## src/rtl/fetch_pkg.sv

```systemverilog
// Shared types for the instruction fetch stage.
package fetch_pkg;

    typedef struct packed {
        logic [31:0] pc;
        logic [31:0] inst;
    } fetch_entry_s;

    typedef enum logic [1:0] {
        FETCH_BOOT,
        FETCH_RUN,
        FETCH_DRAIN
    } fetch_state_e;

    localparam logic [31:0] NOP_INST = 32'h0000_0013;

endpackage

```

## src/rtl/fetch_fifo.sv

```systemverilog
// Small synchronous FIFO with flush; flush beats push/pop, push+pop on full is allowed.
module fetch_fifo #(
    parameter int  DEPTH = 2,
    parameter type T     = logic [31:0]
) (
    input  logic                         clk,
    input  logic                         rst,
    input  logic                         push,
    input  T                             din,
    input  logic                         pop,
    input  logic                         flush,
    output T                             dout,
    output logic [$clog2(DEPTH+1)-1:0]   count,
    output logic                         full,
    output logic                         empty
);
    localparam int CW = $clog2(DEPTH + 1);
    localparam int PW = (DEPTH > 1) ? $clog2(DEPTH) : 1;

    T               mem [DEPTH];
    logic [PW-1:0]  rd_ptr;
    logic [PW-1:0]  wr_ptr;
    logic           do_push;
    logic           do_pop;

    assign empty   = (count == '0);
    assign full    = (count == CW'(DEPTH));
    assign do_pop  = pop && !empty;
    assign do_push = push && (!full || do_pop);
    assign dout    = mem[rd_ptr];

    function automatic logic [PW-1:0] ptr_inc(input logic [PW-1:0] p);
        return (p == PW'(DEPTH - 1)) ? '0 : p + PW'(1);
    endfunction

    always_ff @(posedge clk) begin
        if (rst || flush) begin
            rd_ptr <= '0;
            wr_ptr <= '0;
            count  <= '0;
        end else begin
            if (do_push) wr_ptr <= ptr_inc(wr_ptr);
            if (do_pop)  rd_ptr <= ptr_inc(rd_ptr);
            count <= count + CW'(do_push) - CW'(do_pop);
        end
    end

    // Storage needs no reset; count gates every read.
    always_ff @(posedge clk) begin
        if (do_push && !flush && !rst) mem[wr_ptr] <= din;
    end

endmodule

```

## src/rtl/fetch_unit.sv

```systemverilog
// Fetch stage: owns the PC, issues in-order imem requests under a credit limit,
// buffers {pc,inst} for decode and drops stale responses after a redirect.
module fetch_unit
    import fetch_pkg::*;
#(
    parameter logic [31:0] RESET_PC   = 32'h0000_0000,
    parameter int          FIFO_DEPTH = 2
) (
    input  logic        clk,
    input  logic        rst,
    output logic        imem_req_o,
    output logic [31:0] imem_addr_o,
    input  logic        imem_gnt_i,
    input  logic        imem_rvalid_i,
    input  logic [31:0] imem_rdata_i,
    input  logic        redirect_i,
    input  logic [31:0] redirect_target_i,
    input  logic        ready_i,
    output logic        valid_o,
    output logic [31:0] inst_o,
    output logic [31:0] pc_o
);
    localparam int CW = $clog2(FIFO_DEPTH + 1);
    localparam int SW = CW + 2;

    fetch_state_e  state;
    fetch_state_e  state_nxt;
    logic [31:0]   fetch_pc;
    logic [CW-1:0] drop;
    logic [CW-1:0] drop_nxt;
    logic [CW-1:0] outstanding;
    logic [CW-1:0] fifo_count;
    logic [SW-1:0] credits_used;
    logic          grant;
    logic          rsp_drop;
    logic          rsp_keep;
    logic          pop;
    logic          fifo_full;
    logic          fifo_empty;
    logic          pcq_full;
    logic          pcq_empty;
    logic [31:0]   rsp_pc;
    fetch_entry_s  head;
    fetch_entry_s  push_entry;

    assign credits_used = SW'(outstanding) + SW'(drop) + SW'(fifo_count);
    assign grant        = imem_req_o && imem_gnt_i;
    assign rsp_drop     = imem_rvalid_i && (drop != '0);
    assign rsp_keep     = imem_rvalid_i && (drop == '0) && !redirect_i && !pcq_empty;
    assign pop          = valid_o && ready_i;
    assign push_entry   = '{pc: rsp_pc, inst: imem_rdata_i};
    assign imem_addr_o  = fetch_pc;

    // Stale responses include any still owed from an earlier redirect, so drop accumulates.
    always_comb begin
        drop_nxt = drop;
        if (redirect_i)
            drop_nxt = drop + outstanding - CW'(imem_rvalid_i);
        else if (rsp_drop)
            drop_nxt = drop - CW'(1);
    end

    always_ff @(posedge clk) begin
        if (rst) state <= FETCH_BOOT;
        else     state <= state_nxt;
    end

    always_comb begin
        state_nxt = state;
        case (state)
            FETCH_BOOT:  state_nxt = FETCH_RUN;
            FETCH_RUN:   if (redirect_i && drop_nxt != '0) state_nxt = FETCH_DRAIN;
            FETCH_DRAIN: if (drop_nxt == '0)               state_nxt = FETCH_RUN;
            default:     state_nxt = FETCH_BOOT;
        endcase
    end

    // Full flags are implied by the credit sum; they stay in as a guard.
    always_comb begin
        imem_req_o = (state != FETCH_BOOT) && !redirect_i &&
                     (credits_used < SW'(FIFO_DEPTH)) && !fifo_full && !pcq_full;
    end

    always_ff @(posedge clk) begin
        if (rst) begin
            fetch_pc <= RESET_PC;
            drop     <= '0;
        end else begin
            drop <= drop_nxt;
            if (redirect_i)
                fetch_pc <= redirect_target_i & ~32'h3;
            else if (grant)
                fetch_pc <= fetch_pc + 32'd4;
        end
    end

    fetch_fifo #(.DEPTH(FIFO_DEPTH), .T(logic [31:0])) u_pcq (
        .clk   (clk),
        .rst   (rst),
        .push  (grant),
        .din   (fetch_pc),
        .pop   (rsp_keep),
        .flush (redirect_i),
        .dout  (rsp_pc),
        .count (outstanding),
        .full  (pcq_full),
        .empty (pcq_empty)
    );

    fetch_fifo #(.DEPTH(FIFO_DEPTH), .T(fetch_entry_s)) u_fifo (
        .clk   (clk),
        .rst   (rst),
        .push  (rsp_keep),
        .din   (push_entry),
        .pop   (pop),
        .flush (redirect_i),
        .dout  (head),
        .count (fifo_count),
        .full  (fifo_full),
        .empty (fifo_empty)
    );

    assign valid_o = !fifo_empty;
    assign inst_o  = valid_o ? head.inst : 32'h0;
    assign pc_o    = valid_o ? head.pc   : 32'h0;

endmodule

```

## config.mk

```make
export PLATFORM = sky130hd
export DESIGN_NAME = fetch_unit
export DESIGN_NICKNAME = d
export VERILOG_FILES = /design/src/rtl/fetch_pkg.sv /design/src/rtl/fetch_fifo.sv /design/src/rtl/fetch_unit.sv
export SDC_FILE = /design/constraint.sdc
export NUM_CORES = 1
export LEC_CHECK = 0
export ABC_AREA = 1
export BUFFER_PORTS_ARGS = -buffer_cell sky130_fd_sc_hd__buf_4
export CORE_MARGIN = 4
export CORE_UTILIZATION = 51
export DETAILED_ROUTE_END_ITERATION = 8
export PLACE_DENSITY = 0.85
export SYNTH_ARGS = -nofsm -noshare
export SYNTH_HDL_FRONTEND = slang
export SYNTH_SLANG_ARGS = --single-unit
```

## constraint.sdc

```tcl
create_clock -name clk -period 6.15 [get_ports clk]
set_input_delay 0.615 -clock clk [delete_from_list [all_inputs] [get_ports clk]]
set_output_delay 0.615 -clock clk [all_outputs]
set_load 0.02 [all_outputs]
```

; ---- Word-level counts from Yosys, hierarchy flattened
; Memory sizes are Yosys's and may differ from the RTL's. A register that Yosys moved wholly into a read port is not among the register bits.
; Index checks and enable logic that the tools add are counted.
; W data, S select, Z words.
[op_classes]
addsub = 14
multipliers = 0
n_div = 0
order_cmp = 1
eq_ne = 6
shift = 0
muxes = 21
bitwise_logic = 0
reduce_logical = 39
[ops]
columns = op, count
row1 = $mux W32, 4
row2 = $add A32 B3 Y32 const B, 1
row3 = $logic_and A1 B1 Y1, 19
row4 = $mux W1, 12
row5 = $logic_not A2 Y1, 5
row6 = $mux W2, 4
row7 = $reduce_bool A2 Y1, 4
row8 = $eq A2 B2 Y1 const B, 3
row9 = $logic_not A1 Y1, 6
row10 = $pmux W2 S3, 1
row11 = $sub A2 B1 Y2, 3
row12 = $add A1 B1 Y1 const B, 4
row13 = $add A2 B1 Y2, 2
row14 = $add A3 B2 Y4, 1
row15 = $lt A4 B2 Y1 const B, 1
row16 = $ne A2 B2 Y1 const B, 2
row17 = $add A2 B2 Y3, 1
row18 = $logic_or A1 B1 Y1, 3
row19 = $add A2 B2 Y2, 1
row20 = $eq A2 B1 Y1 const B, 1
row21 = $reduce_and A2 Y1, 1
row22 = $reduce_or A2 Y1, 1
row23 = $sub A2 B1 Y2 const B, 1
[totals]
register_bits = 44
latchBits = 0
mem_bits_rw = 192
mem_bits_ro = 0
output_inout_bits = 98
n_memories = 2
[mem_list]
columns = name, words, word_bits, read_ports, rd_ports_with_merged_regs, wr, line
row1 = u_fifo.mem, 2, 64, 1, 1, 1, fetch_fifo.sv:20  ; T mem [DEPTH];
row2 = u_pcq.mem, 2, 32, 1, 1, 1, fetch_fifo.sv:20

; ---- Depth between registers and ports, before layout
[logic_depth]
ltp_word = 12
mapped_depth = 15
mapped_depth_nobuf = 14

; ---- Hierarchy
; A second synthesis with hierarchy kept.
[hier_totals]
hier_cells = 967
area_unflattened_um2 = 11114.4
[modules_own_cells]
columns = module, n_inst, cells_each, area_each_um2, seq_area_each_um2
row1 = fetch_fifo at u_fifo, 1, 245, 5195.0, 3943.8
row2 = fetch_unit, 1, 576, 3173.0, 680.7
row3 = fetch_fifo at u_pcq, 1, 146, 2746.4, 2021.9

; ---- Worst setup path before layout
; No wires, ideal clock.
[synth_path]
path_kind = input to register
start = input redirect_i
end = memory u_fifo.mem[0][0] in the netlist's numbering (enable)
t_arrival_ns = 5.479
setup_slack_ns = 0.113
path_stages = 6
cell_sequence = inv_1 > buf_2 > nand3_1 > a21oi_2 > o21ai_1 > nor3_1
[synth_between]
elab_chain_cells = 8
[synth_rtl]
columns = element, line
row1 = start: declaration, fetch_unit.sv:16  ; input logic redirect_i,
row2 = $logic_not A1 Y1 *, "fetch_fifo.sv:50, fetch_unit.sv:49"
row3 = $logic_and A1 B1 Y1 (2 in a row), fetch_unit.sv:49  ; assign rsp_keep = imem_rvalid_i && (drop == '0) && !redirect_i && !pcq_empty;
row4 = $logic_and A1 B1 Y1, fetch_fifo.sv:29  ; assign do_push = push && (!full || do_pop);
row5 = $logic_and A1 B1 Y1 * (2 in a row), fetch_fifo.sv:50  ; if (do_push && !flush && !rst) mem[wr_ptr] <= din;
row6 = $mux W1 *, fetch_fifo.sv:50
row7 = $mux W1 (not written as such) *, fetch_fifo.sv:50
row8 = end: declaration, fetch_fifo.sv:20
; Mark *: on every way between the ends. The rest lies on a longest branch, timed or not.

; ---- Worst setup path in the final report
[layout_path]
start = register u_pcq.count[1]
end = register u_pcq.count[1]
[layout_between]
elab_chain_cells = 10
[layout_rtl]
columns = element, line
row1 = start: declaration, fetch_fifo.sv:13  ; output logic [$clog2(DEPTH+1)-1:0] count,
row2 = start signal: assignment, fetch_fifo.sv:44  ; count <= count + CW'(do_push) - CW'(do_pop);
row3 = $add A2 B2 Y3, fetch_unit.sv:46  ; assign credits_used = SW'(outstanding) + SW'(drop) + SW'(fifo_count);
row4 = $add A3 B2 Y4, fetch_unit.sv:46
row5 = $lt A4 B2 Y1, fetch_unit.sv:81  ; (credits_used < SW'(FIFO_DEPTH)) && !fifo_full && !pcq_full;
row6 = $logic_and A1 B1 Y1, fetch_unit.sv:80  ; imem_req_o = (state != FETCH_BOOT) && !redirect_i &&
row7 = $logic_and A1 B1 Y1 (2 in a row), fetch_unit.sv:81
row8 = $logic_and A1 B1 Y1, fetch_unit.sv:47  ; assign grant = imem_req_o && imem_gnt_i;
row9 = $logic_and A1 B1 Y1, fetch_fifo.sv:29
row10 = $add A2 B1 Y2, fetch_fifo.sv:44
row11 = $sub A2 B1 Y2 *, fetch_fifo.sv:44
; Marked as above.
; A chain may end at the register's enable or synchronous reset.

==> flow_metrics.py <==
metrics = {
    "sta": {
        "hold-worst-slack_ns": 0.297,
        "maxSlewViolCount": 0,
        "final.period_utilization_pct": 51.5,
        "setup-violations-final": 0,
        "tns_ns": 0,
        "finalHoldViolCount": 0,
        "fin_crit_ns": 3.17,
        "rsz0062_at_grt": "no",
        "slew_headroom_pct": 22.6,
        "finalClockSkew_ns": 0.0193,
        "worst_slew_pin_slew_ns": 1.16,
        "clock.fmax_mhz": 316,
    },
    "detailed_routing": {
        "first_pass_iters": 5,
        "dr.first_iter.drc_count": 603,
        "viasPerCell": 5.32,
        "via_count": 7091,
        "ant_nets": 0,
        "wl_per_cell_um": 17.5,
        "drc": 0,
        "drt_wl_total_um": 23300,
    },
    "flow_run": {
        "cap_violations": 0,
    },
    "synth": {
        "ys_types": 37,
        "synthCells": 923,
        "synth-seq-area-share_pct": 65.5,
        "synth_largest_area_cell": "edfxtp_1",
        "netlist_area_um2": 9790,
        "ys_ff_latch": 228,
        "synth_area_leaders": "edfxtp_1, nand2_1, dfxtp_1, a21oi_1, mux2_2",
        "synth_edf_count": 184,
        "syn_area_per_cell_um2": 10.6,
        "yosysWarnings": 0,
        "synth_flop_cell": "edfxtp_1",
        "async_flop_share_pct": 0,
        "synth_top_area_share_pct": 56.5,
    },
    "power": {
        "power_density_nw_per_um2": 285,
        "power_leakage_nw": 4.86,
        "peakVddDrop_v": 0.000277,
        "p_total_mw": 3.43,
    },
    "final_layout": {
        "syn2layout_area_growth_pct": 22.9,
        "nets": 1164,
        "fin_util_pct": 64.1,
        "drive_gt1_share_pct": 23.9,
        "layout_common_cells": "nand2_1, edfxtp_1, buf_4, a21oi_1, inv_1",
        "final_common_cell": "nand2_1",
        "antenna_cells": 0,
    },
    "global_routing": {
        "grt_pass1_vias": 6940,
        "grt_first_pass_wirelength_um": 37000,
        "grt_start_max_net_pins": 65,
        "antenna_found_initial": 0,
        "grt.total_usage_pct": 21.3,
        "overflow": 0,
    },
    "clocking": {
        "clk_latency_ns": 0.51,
        "htreeDepth": 1,
        "cts_setup_buffers": 0,
        "cts.clk_slew.worst_paths_ns": 0.06,
        "cts_num_sinks": 228,
        "clock_path_buffers": 3,
        "hold_buffers": 0,
        "cts_tree": "built",
        "cts_buffers": 23,
        "cts_resized": 0,
        "cts_root_buf": "clkbuf_16",
    },
    "critical_path": {
        "reg2reg_slack_ns": 2.98,
        "cp.arrival_ns": 3.61,
        "worstPathRequired_ns": 6.59,
        "path_max_fanout": 29,
        "cp-end-kind": "flop",
        "crit_path_start_kind": "flop",
        "worst-setup-path-type": "reg2reg",
    },
    "place": {
        "place.gp.congestion": 0.971,
        "numPortBuffers": 161,
        "hpwl_um": 15100,
    },
    "die": {
        "core_area_um2": 18800,
        "initial_core_util_pct": 52.1,
        "fp.dieW_um": 147,
        "die-area_um2": 21500,
        "design.portCount": 168,
        "die_h_um": 147,
        "rows": 50,
    },
    "min_path": {
        "worstHoldPathType": "in2reg",
    },
    "status": {
        "status": "complete, no violations",
    },
}
-- registers in the layout, summed over array words and instances (netlist names), named ones only --
register and flops:
u_pcq.count 2, u_fifo.mem 124, u_pcq.rd_ptr 1, u_fifo.rd_ptr 1
u_fifo.wr_ptr 1, u_fifo.count 2, drop 2, u_pcq.mem 60
u_pcq.wr_ptr 1, state 2, imem_addr_o 30
-- per-layer routing --
layer / global-route usage, % / wire length, µm / share of wire (%) / vias to the layer above
met4: 7.15 / 716 / 3.1 / 0
met3: 4.47 / 1960 / 8.4 / 55
met2: 36.1 / 11200 / 48 / 293
met1: 27.6 / 9470 / 41 / 3308
li1: - / - / - / 3435
met5: 0 / 0 / 0 / -
-- cell usage after synthesis, drive strengths merged, types with 4 or more instances --
cell type and number:
inv 66, buf 15, clkbuf 24, nor2 64
edfxtp 184, nor3 4, dfxtp 44, nand4 4
xnor2 7, nand3b 7, ha 11, nand2 298
a21oi 84, xor2 7, nand3 43, o21ai 13
mux2 30, a31oi 7
-- critical path: stages (launching register included) --
cell	delay, ns
dfxtp_1	0.42
inv_1	0.11
fa_1	0.50
inv_1	0.04
ha_1	0.27
nor2_1	0.11
nand3_1	0.13
nor2_4	0.14
nand2_4	0.17
inv_2	0.44
ha_1	0.26
xnor2_1	0.08
or2_2	0.29
a21oi_1	0.11
-- power breakdown --
group	switching [mW]	total, mW	internal, mW
registers	0.0376	1.72	1.68
logic	0.110	0.192	0.0819
clock network	0.565	1.52	0.956
-- final timing paths --
check / start / cells after the start / endpoint
worst max-delay path: u_pcq.count[1] / 13 / u_pcq.count[1]
worst max register to register: u_pcq.count[1] / 13 / u_pcq.count[1]
worst min-delay path: imem_rdata_i[25] / 1 / u_fifo.mem[1][25]
worst min register to register: u_fifo.rd_ptr / 1 / flop
-- kinds of logic (layout without fill, tap and decap cells) --
| logic type | after synthesis | after routing | synth area share, % |
|---|---|---|---|
| AO/OA/AOI/OAI | 110 | 110 | 5.98 |
| XOR/XNOR | 14 | 14 | 1.25 |
| adder cells (fa/ha/maj) | 12 | 12 | 1.61 |
| buffers and inverters | 105 | 278 | 4.47 |
| flip-flops | 228 | 228 | 65.5 |
| multiplexers | 30 | 30 | 3.45 |
| other | 1 | 4 | 0.0383 |
| AND/OR/NAND/NOR | 423 | 423 | 17.7 |
-- through the flow --
| stage | instance area, µm² | setup WS (ns) | std cells |
|---|---|---|---|
| final | 12000 | 2.98 | 1333 |
| after detailed placement | 11200 | 3.04 | 1291 |
| after global placement | 11200 | 3.09 | 1291 |
| after CTS | 12000 | 2.99 | 1333 |
| after global routing | 12000 | 2.75 | 1333 |
| after floorplan | 9800 | 0.113 | 926 |
-- cell type report --
class / count / area, µm²
fill: 1414 / 6740
sequential: 228 / 6410
multi-input combinational: 593 / 2980
timing repair buffer: 170 / 1280
clock buffer: 31 / 616
tap: 234 / 293
inverter: 66 / 248
clock inverter: 11 / 211
(Power assumes the default switching activity.)
